**src/rtl/alu_pkg.sv**
```systemverilog
// Shared definitions for the two-requester ALU arbiter: widths, opcodes,
// FSM encoding and the reference ALU function.
package alu_pkg;

  localparam int DATA_W = 4;
  localparam int OP_W   = 2;

  localparam logic [OP_W-1:0] OP_ADD   = 2'b00;
  localparam logic [OP_W-1:0] OP_SUB   = 2'b01;
  localparam logic [OP_W-1:0] OP_AND   = 2'b10;
  localparam logic [OP_W-1:0] OP_PASSA = 2'b11;

  typedef enum logic [1:0] {
    IDLE = 2'd0,
    EXEC = 2'd1,
    RESP = 2'd2
  } state_e;

  // Modulo-2^DATA_W arithmetic; carry and borrow are dropped.
  function automatic logic [DATA_W-1:0] alu_eval(input logic [DATA_W-1:0] a,
                                                 input logic [DATA_W-1:0] b,
                                                 input logic [OP_W-1:0]   op);
    logic [DATA_W-1:0] y;
    case (op)
      OP_ADD:  y = a + b;
      OP_SUB:  y = a - b;
      OP_AND:  y = a & b;
      default: y = a;
    endcase
    return y;
  endfunction

endpackage

```
**src/rtl/alu_arbiter_if.sv**
```systemverilog
// Request/response bundle between two requesters and the shared-ALU arbiter.
// Requester i uses slice [i*DATA_W +: DATA_W] of req_a/req_b and [i*OP_W +: OP_W] of req_op.
interface alu_arbiter_if;
  import alu_pkg::*;

  logic [1:0]          req_valid;
  logic [1:0]          req_ready;
  logic [2*DATA_W-1:0] req_a;
  logic [2*DATA_W-1:0] req_b;
  logic [2*OP_W-1:0]   req_op;
  logic [1:0]          rsp_valid;
  logic [1:0]          rsp_ready;
  logic [DATA_W-1:0]   rsp_data;
  logic                rsp_zero;
  logic                busy;

  modport master (
    output req_valid, req_a, req_b, req_op, rsp_ready,
    input  req_ready, rsp_valid, rsp_data, rsp_zero, busy
  );

  modport slave (
    input  req_valid, req_a, req_b, req_op, rsp_ready,
    output req_ready, rsp_valid, rsp_data, rsp_zero, busy
  );

endinterface

```
**src/rtl/alu_arbiter_alu.sv**
```systemverilog
// Shared 4-bit ALU; output is forced to zero whenever it is not enabled.
module lab2_ALU
  import alu_pkg::*;
(
  input  logic              en_i,
  input  logic [DATA_W-1:0] a_i,
  input  logic [DATA_W-1:0] b_i,
  input  logic [OP_W-1:0]   op_i,
  output logic [DATA_W-1:0] y_o
);

  assign y_o = en_i ? alu_eval(a_i, b_i, op_i) : '0;

endmodule

```
**src/rtl/alu_arbiter.sv**
```systemverilog
// Round-robin arbiter sharing one lab2_ALU between two requesters: accept in
// IDLE, compute in EXEC, hold the result in RESP until the owner takes it.
module alu_arbiter
  import alu_pkg::*;
(
  input  logic         clk,
  input  logic         rst,
  alu_arbiter_if.slave bus
);

  state_e            state_q;
  logic              owner_q;
  logic              last_grant_q;
  logic [DATA_W-1:0] op_a_q;
  logic [DATA_W-1:0] op_b_q;
  logic [OP_W-1:0]   op_code_q;
  logic [DATA_W-1:0] result_q;
  logic              rsp_zero_q;
  logic [1:0]        rsp_valid_q;
  logic              busy_q;

  logic              grant_vld;
  logic              grant_idx;
  logic [DATA_W-1:0] sel_a;
  logic [DATA_W-1:0] sel_b;
  logic [OP_W-1:0]   sel_op;
  logic              alu_en;
  logic [DATA_W-1:0] alu_y;

  // On contention the requester that did not win last time is served.
  always_comb begin
    grant_vld = 1'b0;
    grant_idx = 1'b0;
    case (bus.req_valid)
      2'b01: begin grant_vld = 1'b1; grant_idx = 1'b0;          end
      2'b10: begin grant_vld = 1'b1; grant_idx = 1'b1;          end
      2'b11: begin grant_vld = 1'b1; grant_idx = ~last_grant_q; end
      default: begin grant_vld = 1'b0; grant_idx = 1'b0;        end
    endcase
  end

  always_comb begin
    sel_a  = bus.req_a[0 +: DATA_W];
    sel_b  = bus.req_b[0 +: DATA_W];
    sel_op = bus.req_op[0 +: OP_W];
    if (grant_idx) begin
      sel_a  = bus.req_a[DATA_W +: DATA_W];
      sel_b  = bus.req_b[DATA_W +: DATA_W];
      sel_op = bus.req_op[OP_W +: OP_W];
    end
  end

  // Gated by rst so ready is low while reset is held, even with valid high.
  assign bus.req_ready = (!rst && state_q == IDLE && grant_vld) ? (2'b01 << grant_idx) : 2'b00;

  assign alu_en = (state_q == EXEC);

  lab2_ALU u_alu (
    .en_i (alu_en),
    .a_i  (op_a_q),
    .b_i  (op_b_q),
    .op_i (op_code_q),
    .y_o  (alu_y)
  );

  always_ff @(posedge clk or posedge rst) begin
    if (rst) begin
      state_q      <= IDLE;
      owner_q      <= 1'b0;
      last_grant_q <= 1'b1;
      op_a_q       <= '0;
      op_b_q       <= '0;
      op_code_q    <= '0;
      result_q     <= '0;
      rsp_zero_q   <= 1'b0;
      rsp_valid_q  <= 2'b00;
      busy_q       <= 1'b0;
    end else begin
      case (state_q)
        IDLE: begin
          if (grant_vld) begin
            op_a_q       <= sel_a;
            op_b_q       <= sel_b;
            op_code_q    <= sel_op;
            owner_q      <= grant_idx;
            last_grant_q <= grant_idx;
            busy_q       <= 1'b1;
            state_q      <= EXEC;
          end
        end
        EXEC: begin
          result_q    <= alu_y;
          rsp_zero_q  <= (alu_y == '0);
          rsp_valid_q <= 2'b01 << owner_q;
          state_q     <= RESP;
        end
        RESP: begin
          if (bus.rsp_ready[owner_q]) begin
            rsp_valid_q <= 2'b00;
            rsp_zero_q  <= 1'b0;
            busy_q      <= 1'b0;
            state_q     <= IDLE;
          end
        end
        default: begin
          rsp_valid_q <= 2'b00;
          rsp_zero_q  <= 1'b0;
          busy_q      <= 1'b0;
          state_q     <= IDLE;
        end
      endcase
    end
  end

  assign bus.rsp_valid = rsp_valid_q;
  assign bus.rsp_data  = result_q;
  assign bus.rsp_zero  = rsp_zero_q;
  assign bus.busy      = busy_q;

endmodule

```
**src/flat_wrapper.sv**
```systemverilog
// flat-port wrapper written by rule: the top's interface ports become plain ports
module alu_arbiter_flat import alu_pkg::*;
  (clk, rst, bus_req_valid, bus_req_a, bus_req_b, bus_req_op, bus_rsp_ready, bus_req_ready, bus_rsp_valid, bus_rsp_data, bus_rsp_zero, bus_busy);
  alu_arbiter_if bus_i ();
  input  logic clk;
  input  logic rst;
  input wire logic [$bits(bus_i.req_valid)-1:0] bus_req_valid;
  input wire logic [$bits(bus_i.req_a)-1:0] bus_req_a;
  input wire logic [$bits(bus_i.req_b)-1:0] bus_req_b;
  input wire logic [$bits(bus_i.req_op)-1:0] bus_req_op;
  input wire logic [$bits(bus_i.rsp_ready)-1:0] bus_rsp_ready;
  output wire logic [$bits(bus_i.req_ready)-1:0] bus_req_ready;
  output wire logic [$bits(bus_i.rsp_valid)-1:0] bus_rsp_valid;
  output wire logic [$bits(bus_i.rsp_data)-1:0] bus_rsp_data;
  output wire logic [$bits(bus_i.rsp_zero)-1:0] bus_rsp_zero;
  output wire logic [$bits(bus_i.busy)-1:0] bus_busy;
  assign bus_i.req_valid = bus_req_valid;
  assign bus_i.req_a = bus_req_a;
  assign bus_i.req_b = bus_req_b;
  assign bus_i.req_op = bus_req_op;
  assign bus_i.rsp_ready = bus_rsp_ready;
  assign bus_req_ready = bus_i.req_ready;
  assign bus_rsp_valid = bus_i.rsp_valid;
  assign bus_rsp_data = bus_i.rsp_data;
  assign bus_rsp_zero = bus_i.rsp_zero;
  assign bus_busy = bus_i.busy;
  alu_arbiter u_core (.clk(clk), .rst(rst), .bus(bus_i));
endmodule
```
**config.mk**
```make
export PLATFORM = sky130hd
export DESIGN_NAME = alu_arbiter_flat
export DESIGN_NICKNAME = d
export VERILOG_FILES = /design/src/rtl/alu_pkg.sv /design/src/rtl/alu_arbiter_if.sv /design/src/rtl/alu_arbiter_alu.sv /design/src/rtl/alu_arbiter.sv /design/src/flat_wrapper.sv
export SDC_FILE = /design/constraint.sdc
export NUM_CORES = 1
export LEC_CHECK = 0
export CAP_MARGIN = 5
export CELL_PAD_IN_SITES_DETAIL_PLACEMENT = 1
export CELL_PAD_IN_SITES_GLOBAL_PLACEMENT = 2
export CORE_ASPECT_RATIO = 1.75
export CORE_UTILIZATION = 29
export CTS_BUF_LIST = sky130_fd_sc_hd__clkbuf_8
export CTS_CLUSTER_DIAMETER = 80
export CTS_CLUSTER_SIZE = 16
export DETAILED_ROUTE_END_ITERATION = 7
export PLACE_DENSITY = 0.81
export SETUP_SLACK_MARGIN = 0.4
export SYNTH_ARGS = -nofsm -noshare
export SYNTH_HDL_FRONTEND = slang
export SYNTH_HIERARCHICAL = 1
export SYNTH_SLANG_ARGS = --single-unit
```
**constraint.sdc**
```tcl
create_clock -name clk -period 2.15 [get_ports clk]
set_input_delay 0.5375 -clock clk [delete_from_list [all_inputs] [get_ports clk]]
set_output_delay 0.5375 -clock clk [all_outputs]
set_load 0.01 [all_outputs]
```
Word level (Yosys, flattened, before mapping)
Index checks and enable logic that the tools add are counted.
{ "totals": {"regBits": 22, "out_inout_bits": 10} }
{ "classes": {"shifts": 2, "muxes": 18, "addsub": 2, "bitwise_logic": 4, "n_eq_ne": 9, "magnitude_cmp": 1, "reduce_logical": 11} }
{ "op_table": {"columns": ["cell", "count"], "rows": [
  ["two-way mux 4 bit", 3],
  ["one-hot mux 2 bit (3 select lines)", 2],
  ["one-hot mux 4 bit (3 select lines)", 1],
  ["== test 2 bit, second input constant", 4],
  ["two-way mux 2 bit", 4],
  ["== test 2 x 1 -> 1 bit, second input constant", 3],
  ["one-hot mux 1 bit (3 select lines)", 2],
  ["AND reduction 2 bit", 3],
  ["two-way mux 1 bit", 5],
  ["adder 4 bit", 1],
  ["bitwise AND 4 bit", 1],
  ["logical NOT 2 bit", 2],
  ["logical NOT 4 bit", 1],
  ["inequality test 2 x 1 -> 1 bit, second input constant", 2],
  ["left shift 1 x 1 -> 2 bit, first input constant", 2],
  ["subtractor 4 bit", 1],
  ["NOT 1 bit", 3],
  ["AND reduction 3 bit", 1],
  ["OR reduction 3 bit", 1],
  ["logical AND 1 bit", 2],
  ["less-than comparator 1 x 2 -> 1 bit, second input constant", 1],
  ["one-hot mux 1 bit (2 select lines)", 1],
  ["logical NOT 1 bit", 1]
]} }

Depth between registers and ports, before layout
Gate-level depths: netlist of run 1.
{ "depth": {"depth_word": 5, "depth_mapped": 12, "depth_no_buf": 12} }

Cells and area by module
Netlist of run 1, hierarchy kept.
{ "modules_own_cells": {"columns": ["mod", "area_per_inst_um2", "cells_per_inst", "n_inst", "seq_area_each_um2"], "rows": [
  ["alu_arbiter", 1108.6, 80, 1, 551.8],
  ["lab2_ALU", 287.8, 38, 1, 0.0]
]} }

Least setup slack after synthesis of run 1
No wires, ideal clock.
{ "synth_path": {"kind": "reg-to-reg", "from": "reg u_core.op_b_q[0]", "to": "reg u_core.rsp_zero_q, in the netlist u_core/bus.rsp_zero", "t_arrival_ps": 2188, "n_path_buf": 0, "period_less_slack_ps": 2306, "stages_incl_launch_ff": 11, "setup_slack_ps": -156, "cell_sequence": "dfrtp_1 -> inv_1 -> ha_1 -> mux2_1 -> fa_1 -> xor2_1 -> o21ai_0 -> and2_1 -> nor4_1 -> a22o_1 -> a21o_1"} }
{ "synth_via": {"elab_chain_cells": 5} }
{ "synth_lines": {"columns": ["item", "line_no", "source"], "rows": [
  ["start, declared", "alu_arbiter.sv:15", "logic [DATA_W-1:0] op_b_q;"],
  ["start signal, assigned", "alu_arbiter.sv:83", "op_b_q <= sel_b;"],
  ["subtractor 4 bit / adder 4 bit (equally long branches)", "alu_pkg.sv:26, alu_pkg.sv:25", null],
  ["one-hot mux 4 bit (3 select lines) *", "alu_pkg.sv:24", "case (op)"],
  ["two-way mux 4 bit *", "alu_arbiter_alu.sv:12", "assign y_o = en_i ? alu_eval(a_i, b_i, op_i) : '0;"],
  ["named net u_core.alu_y[2]", "alu_arbiter.sv:28", "logic [DATA_W-1:0] alu_y;"],
  ["logical NOT 4 bit *", "alu_arbiter.sv:93", "rsp_zero_q <= (alu_y == '0);"],
  ["one-hot mux 1 bit (3 select lines) *", "alu_arbiter.sv:79", "case (state_q)"],
  ["end signal, assigned", "alu_arbiter.sv:93", null],
  ["end, declared", "alu_arbiter.sv:18", "logic rsp_zero_q;"]
]} }
The timed path passes the listed nets; every way through them passes the cells marked *.
A chain may end at the register's enable or synchronous reset.

Worst setup path after layout of run 1
{ "layout_path": {"from": "reg u_core.op_b_q[1]", "to": "reg u_core.rsp_zero_q, in the netlist u_core/bus.rsp_zero"} }
{ "layout_via": {"elab_chain_cells": 5} }
{ "layout_lines": {"columns": ["item", "line_no", "source"], "rows": [
  ["subtractor 4 bit, or another cell as far along", "alu_pkg.sv:26", "OP_SUB: y = a - b;"],
  ["one-hot mux 4 bit (3 select lines) *", "alu_pkg.sv:24", null],
  ["two-way mux 4 bit *", "alu_arbiter_alu.sv:12", null],
  ["named net u_core.alu_y[1]", "alu_arbiter.sv:28", null],
  ["logical NOT 4 bit *", "alu_arbiter.sv:93", null],
  ["one-hot mux 1 bit (3 select lines) *", "alu_arbiter.sv:79", null]
]} }
Marks and branches as above.

==> flow_summary.json, run 1 <==
{
  "drtPass1Iterations": 2,
  "synthDominantCellAreaShare_pct": 37.6,
  "preCtsSetupSlack_ns": -0.460,
  "synth_seq_area_share_pct": 39.5,
  "report.final.slew_viol_count": 0,
  "period_minus_slack_ns": 2.38,
  "post_route_cells_drive_above_1_share_pct": 39.7,
  "period_share_pct": 111,
  "cp_max_fo": 2,
  "worstRegToRegCells": 10,
  "fill_cells": 506,
  "synthesis.instances": 118,
  "worst_r2r_endpoint": "u_core/bus.rsp_zero",
  "final_antenna_net_count": 0,
  "timing.final.hold_violations": 0,
  "fp.dieArea_um2": 5110,
  "synth_area_per_cell_um2": 11.8,
  "cts_sinks": 22,
  "yosys-top-cells-area": "dfrtp_1 38%, mux2_4 19%, mux2_2 5.6%",
  "final_wirelength_um": 3390,
  "remaining_drcs": 0,
  "placement.cell_area_um2": 1940,
  "share_clk_of_total_power_pct": 12.1,
  "crit_path_start_kind": "flop",
  "synth.net_count": 150,
  "grt_first_pass_wirelength_um": 5520,
  "fin_area_um2": 2120,
  "setup_skew_after_layout_ns": 0.00600,
  "min_delay_worst_type": "in -> async",
  "wire_per_inst_um": 15.0,
  "htreeDepth": 1,
  "setup-violations-final": 2,
  "power_report.internal_total_mw": 2.07,
  "num-nets-final": 207,
  "numPortBuffers": 35,
  "synth.most_common_cell": "dfrtp_1",
  "slew-limit-headroom_pct": 67.7,
  "cts_max_path_buffers": 2,
  "required_ns": 2.36,
  "post_detailed_placement_half_perimeter_wirelength_um": 2640,
  "postLayoutSetupSlackWorst_ns": -0.230,
  "postSynthRegisterBits": 22,
  "comb_pwr_share_pct": 63.5,
  "worst_ir_drop_vdd_uv": 627,
  "switching_power_mw": 1.16,
  "drt_first_iter_violations": 7,
  "clkSlewWorstSetupHoldPaths_ns": 0.08,
  "synth_enable_flop_cells": 0,
  "synth.lib_cells_used.distinct": 36,
  "cts_inserted_buffers": 3,
  "timing.critical_path.arrival_ns": 2.59,
  "hold-worst-slack_ns": 0.504,
  "power_density_nw_per_um2": 1530,
  "number_of_antenna_violations_at_the_first_check_in_global_routing": 0,
  "timing.rr.start": "u_core/op_b_q[1]",
  "rows": 33,
  "synthToLayoutAreaGrowth_pct": 51.5,
  "worst-r2r-setup-slack_ns": -0.23,
  "floorplan.die.width_um": 54.5,
  "final_util_pct": 45.3,
  "synth_top_flop_cell": "dfrtp_1",
  "worst_setup_path_end_kind": "flop",
  "tightest_slew_ns": 0.482,
  "run_status": "complete, but fails checks",
  "gp_congestion": 0.817,
  "failed_checks": "setup timing",
  "synth_async_sr_flop_share_pct": 100,
  "grt_overflow": 0,
  "power.sequential.fraction_pct": 24.4,
  "via_count": 1095,
  "static_leakage_nw": 1.02,
  "grt_setup_unrepaired": "true",
  "worst-setup-path-type": "reg -> reg",
  "netlist.top_cell.by_area": "dfrtp_1",
  "final-instance-count-excl-fill": 226,
  "pin_count": 36,
  "synth.top_cells.by_count": "21 x dfrtp_1, 18 x mux2_4, 11 x inv_1",
  "clock_latency_ns": 0.27,
  "ctsRootBufferMaster": "clkbuf_8",
  "first_global_vias": 1195,
  "core_um2": 4670,
  "tritoncts_clock_tree": "yes",
  "grt_start_max_net_pins": 23,
  "initial_utilization_pct": 29.9,
  "post_synth_instance_area_um2": 1400,
  "routed_via_density": 4.85,
  "die_h_um": 93.8,
  "power.share.switching_pct": 35.9,
  "cts.hold.buffers_added": 0,
  "synth.yosys.warnings": 6,
  "place.detailed.instances": 219,
  "drv.max_cap_violation_count": 0,
  "insertedDiodeCount": 0,
  "groute.usage.overall_pct": 15.1,
  "achievable-frequency_mhz": 420
}
[sequential cells by signal, indices dropped and copies added, names as in the netlist, 2 cells and up]
signal / count
u_core/bus.rsp_data: 4
u_core/op_b_q: 4
u_core/bus.rsp_valid: 2
u_core/op_code_q: 2
u_core/op_a_q: 4
u_core/state_q: 2
[power groups by stage]
stage          clock network [mW]  registers, mW  logic, mW
2_1_floorplan                   0          0.788       1.23
3_3_place_gp                    0          0.762       1.85
3_5_place_dp                    0          0.785       1.93
4_1_cts                     0.406          0.792       1.98
5_1_grt                     0.412          0.820       2.26
6_report                    0.391          0.789       2.06
[final cells by class]
class                      instances  area [µm²]  share of cell area, %
clock buffer                       3        41.3                   1.95
multi-input combinational         81         842                   39.8
timing repair buffer              56         544                   25.7
sequential                        22         552                   26.1
tap                               52        65.1                   3.08
inverter                          11        41.3                   1.95
clock inverter                     1        30.0                   1.42
[what timing repair did]
action                                  in CTS  in global routing
setup buffers                                1                  1
pin swaps                                    5                  7
endpoints found under the setup margin      17                  9
gates cloned                                 0                  1
gates resized for setup                     27                 13
[worst max-delay path by stage]
| stage | cells past startpoint | slack, ns | end | from |
|---|---|---|---|---|
| final | 10 | -0.23 | u_core/bus.rsp_zero | u_core/op_b_q[1] |
| after CTS | 13 | -0.25 | u_core/bus.rsp_zero | u_core/op_b_q[1] |
| after floorplan | 12 | -0.06 | u_core/bus.rsp_zero | u_core/op_b_q[1] |
| after global placement | 4 | -0.39 | bus_req_ready[1] | bus_req_valid[1] |
| after global routing | 13 | -0.38 | u_core/bus.rsp_zero | u_core/op_b_q[1] |
| after detailed placement | 5 | -0.46 | bus_req_ready[0] | bus_req_valid[1] |
[critical path, stage by stage (launching register included)]
cell and delay (ns):
dfrtp_1 0.36, inv_1 0.05, ha_1 0.28, mux2_4 0.29
fa_2 0.53, o21ai_2 0.06, and2_4 0.16, nor4_1 0.25
buf_4 0.15, a22o_1 0.12, a21o_1 0.08
[kinds of logic after synthesis]
logic type / count (synthesis) / synth area share, %
DFF: 22 / 39.5
adders and majority gates: 6 / 5.91
AOI/OAI and AO/OA: 24 / 11.9
and+or+nand+nor: 20 / 8.42
xor gates and xnor gates: 5 / 3.14
buffers and inverters: 15 / 5.29
muxes: 26 / 25.8
[routing by layer]
| metal | up-vias | track usage (%) | wire length [µm] |
|---|---|---|---|
| met5 | - | 0 | 0 |
| met4 | 0 | 7.69 | 59 |
| met3 | 4 | 0.971 | 58 |
| met2 | 22 | 27.7 | 2080 |
| met1 | 537 | 16.1 | 1200 |
| li1 | 532 | - | - |
[stage by stage]
| step | TNS [ns] | power, mW |
|---|---|---|
| after CTS | -0.389 | 3.18 |
| after global routing | -0.716 | 3.50 |
| after floorplan | -0.0570 | 2.01 |
| after detailed placement | -1.32 | 2.71 |
| final | -0.309 | 3.24 |
| after global placement | -1.08 | 2.61 |
[cell usage in the layout, fill, tap and decap left out, types with 2 or more instances in the layout]
master           Yosys  routed
nor3b_1              2       2
a21oi_1              4       3
mux2_4              18      22
inv_1               11      10
dlymetal6s2s_1       0       2
o21ai_1              1       2
clkbuf_8             0       3
xnor2_1              4       4
buf_2                2       4
ha_1                 5       4
o211ai_1             2       2
and2_4               0       2
mux2_2               7       4
nor3_2               0       2
buf_4                0      15
nor2b_1              3       3
dlygate4sd2_1        0       2
o21ai_0              4       2
clkdlybuf4s50_1      0      27
a22o_1               2       2
nor2_1               5       4
dfrtp_1             21      21
buf_12               0       2
buf_6                2       3
a21o_1               3       3
No activity file was read; power rests on OpenSTA's default activity.
==> run 2: changes to the inputs <==
SLEW_MARGIN = 15   (was default)
==> results of run 2 <==
Final layout, timing and power as in run 1 (identical DEF).
==> run 3: changes to the inputs <==
ABC_AREA = 0   (was default)
CORE_MARGIN = 4   (was default)
==> run 3 against run 2 <==
The flow still finishes with violations (setup timing). Clock skew about the same. Global-route usage down 2.4 points. Die area up 18%.
==> flow_summary.json, run 3 (synthesis gave the netlist of run 1 again) <==
{
  "grt_overflow": 0,
  "worstSetupPathDepth": 11,
  "pin_count": 36,
  "failed_checks": "setup timing",
  "initial_utilization_pct": 29.9,
  "worstRegToRegCells": 11,
  "setup-violations-final": 4,
  "postLayoutSetupSlackWorst_ns": -0.248,
  "floorplan.die.width_um": 60.5,
  "timing.final.hold_violations": 0,
  "power_mw": 3.19,
  "final_wirelength_um": 3470,
  "placement.cell_area_um2": 1940,
  "insertedDiodeCount": 0,
  "die_h_um": 99.8,
  "final-instance-count-excl-fill": 230,
  "grt_setup_unrepaired": "true",
  "groute.usage.overall_pct": 12.8,
  "drt_first_iter_violations": 14,
  "fp.dieArea_um2": 6030,
  "crit_chain": "inv_1 > ha_1 > mux2_4 > fa_2 > xor2_1 > o21ai_1 > and2_4 > nor4_1 > buf_4 > a22o_1 > a21o_1",
  "cts_inserted_buffers": 3,
  "clock_latency_ns": 0.27,
  "cts.hold.buffers_added": 0,
  "post_route_cells_drive_above_1_share_pct": 39.9,
  "num-nets-final": 211,
  "min_delay_worst_type": "in -> async",
  "ctsRootBufferMaster": "clkbuf_8",
  "period_share_pct": 112,
  "grt_start_max_net_pins": 23,
  "worst_ir_drop_vdd_uv": 613,
  "layout.cells.most_common": "clkdlybuf4s50_1",
  "remaining_drcs": 0,
  "run_status": "complete, but fails checks",
  "first_global_vias": 1242,
  "critical-path-slowest-cell": "dfrtp_1",
  "core_um2": 4670,
  "tightest_slew_ns": 0.413,
  "crit_path_start_kind": "flop",
  "required_ns": 2.31,
  "timing.critical_path.arrival_ns": 2.56,
  "tritoncts_clock_tree": "yes",
  "htreeDepth": 1,
  "drtPass1Iterations": 3,
  "gp_congestion": 0.842,
  "final_antenna_net_count": 0,
  "cpLargestDelayFamily": "adder cells",
  "routed_via_density": 4.88,
  "slew-limit-headroom_pct": 72.3,
  "cts_sinks": 22,
  "synthToLayoutAreaGrowth_pct": 50.7,
  "cts_max_path_buffers": 2,
  "timing.rr.start": "u_core/op_b_q[1]",
  "grt_first_pass_wirelength_um": 5840,
  "cp-endpoint": "u_core/bus.rsp_zero",
  "path_buf_inv": 2,
  "period_minus_slack_ns": 2.40,
  "post_detailed_placement_half_perimeter_wirelength_um": 2780,
  "static_leakage_nw": 1.06,
  "drv.max_cap_violation_count": 0,
  "worst-r2r-setup-slack_ns": -0.25,
  "report.final.slew_viol_count": 0,
  "wire_per_inst_um": 15.1,
  "clkSlewWorstSetupHoldPaths_ns": 0.09,
  "power_density_nw_per_um2": 1510,
  "via_count": 1122,
  "place.detailed.instances": 220,
  "rows": 33,
  "achievable-frequency_mhz": 417,
  "worst-setup-path-type": "reg -> reg",
  "setup_skew_after_layout_ns": 0.00626,
  "worst_setup_path_end_kind": "flop",
  "layout_common_cells": "25 x clkdlybuf4s50_1, 22 x mux2_4, 21 x dfrtp_1",
  "numPortBuffers": 35,
  "worst_r2r_endpoint": "u_core/bus.rsp_zero",
  "number_of_antenna_violations_at_the_first_check_in_global_routing": 0,
  "cp_max_fo": 2,
  "startpoint": "u_core/op_b_q[1]",
  "timing.critical_path.slowest_cell_delay_ns": 0.35,
  "fin_area_um2": 2100
}
[run 3: worst min path at each step]
stage,start,to,slack [ns],cells after the start
2_1_floorplan,u_core/op_code_q[1],u_core/op_code_q[1],0.48,1
3_3_place_gp,u_core/bus.rsp_zero,u_core/bus.rsp_zero,0.49,1
3_5_place_dp,u_core/bus.rsp_data[3],u_core/bus.rsp_data[3],0.50,1
4_1_cts,rst,u_core/op_code_q[1],0.50,3
5_1_grt,rst,u_core/op_code_q[1],0.53,3
6_report,rst,u_core/op_code_q[1],0.50,3
[run 3: metrics by stage]
stage | setup TNS (ns) | hold WS [ns] | util (%) | worst slack [ns]
floorplan | -0.0570 | 0.476 | - | -0.0570
global placement | -1.08 | 0.492 | 41.5 | -0.384
detailed placement | -1.34 | 0.499 | 41.5 | -0.418
CTS | -0.477 | 0.496 | 43.8 | -0.251
global route | -0.826 | 0.534 | 45.1 | -0.382
finish | -0.453 | 0.503 | 45.1 | -0.248
[run 3: metal layers]
layer  global-route usage [%]  up-vias  routed length [µm]
met1                     13.3      554                1160
met5                        0        -                   0
li1                         -      536                   -
met3                     1.42        7                 117
met4                     7.01        0                 101
met2                     23.6       25                2090
[run 3: power by group]
group          total (mW)  internal, mW  switching (mW)  leakage, nW
clock network       0.271         0.128           0.143       0.0269
registers           0.788         0.612           0.176        0.268
logic                2.13          1.26           0.865        0.770
total                3.19          2.00            1.18         1.06
[run 3: worst reg2reg max path, cell delays in order (launching register included)]
cell     delay [ns]
dfrtp_1        0.35
inv_1          0.05
ha_1           0.28
mux2_4         0.29
fa_2           0.34
xor2_1         0.15
o21ai_1        0.15
and2_4         0.17
nor4_1         0.04
buf_4          0.13
a22o_1         0.18
a21o_1         0.15
[run 3: final cells by class]
cell class / count / area [µm²]
clock inverter: 1 / 3.75
sequential: 22 / 552
multi-input combinational: 81 / 845
timing repair buffer: 60 / 557
fill: 507 / 2560
tap: 52 / 65.1
inverter: 11 / 41.3
clock buffer: 3 / 41.3
[run 3: what timing repair did]
item / in CTS / in global routing
endpoints found under the setup margin: 17 / 13
gates resized for setup: 31 / 12
setup buffers: 3 / 3
pin swaps: 5 / 5
endpoints found under the hold margin: 0 / 0
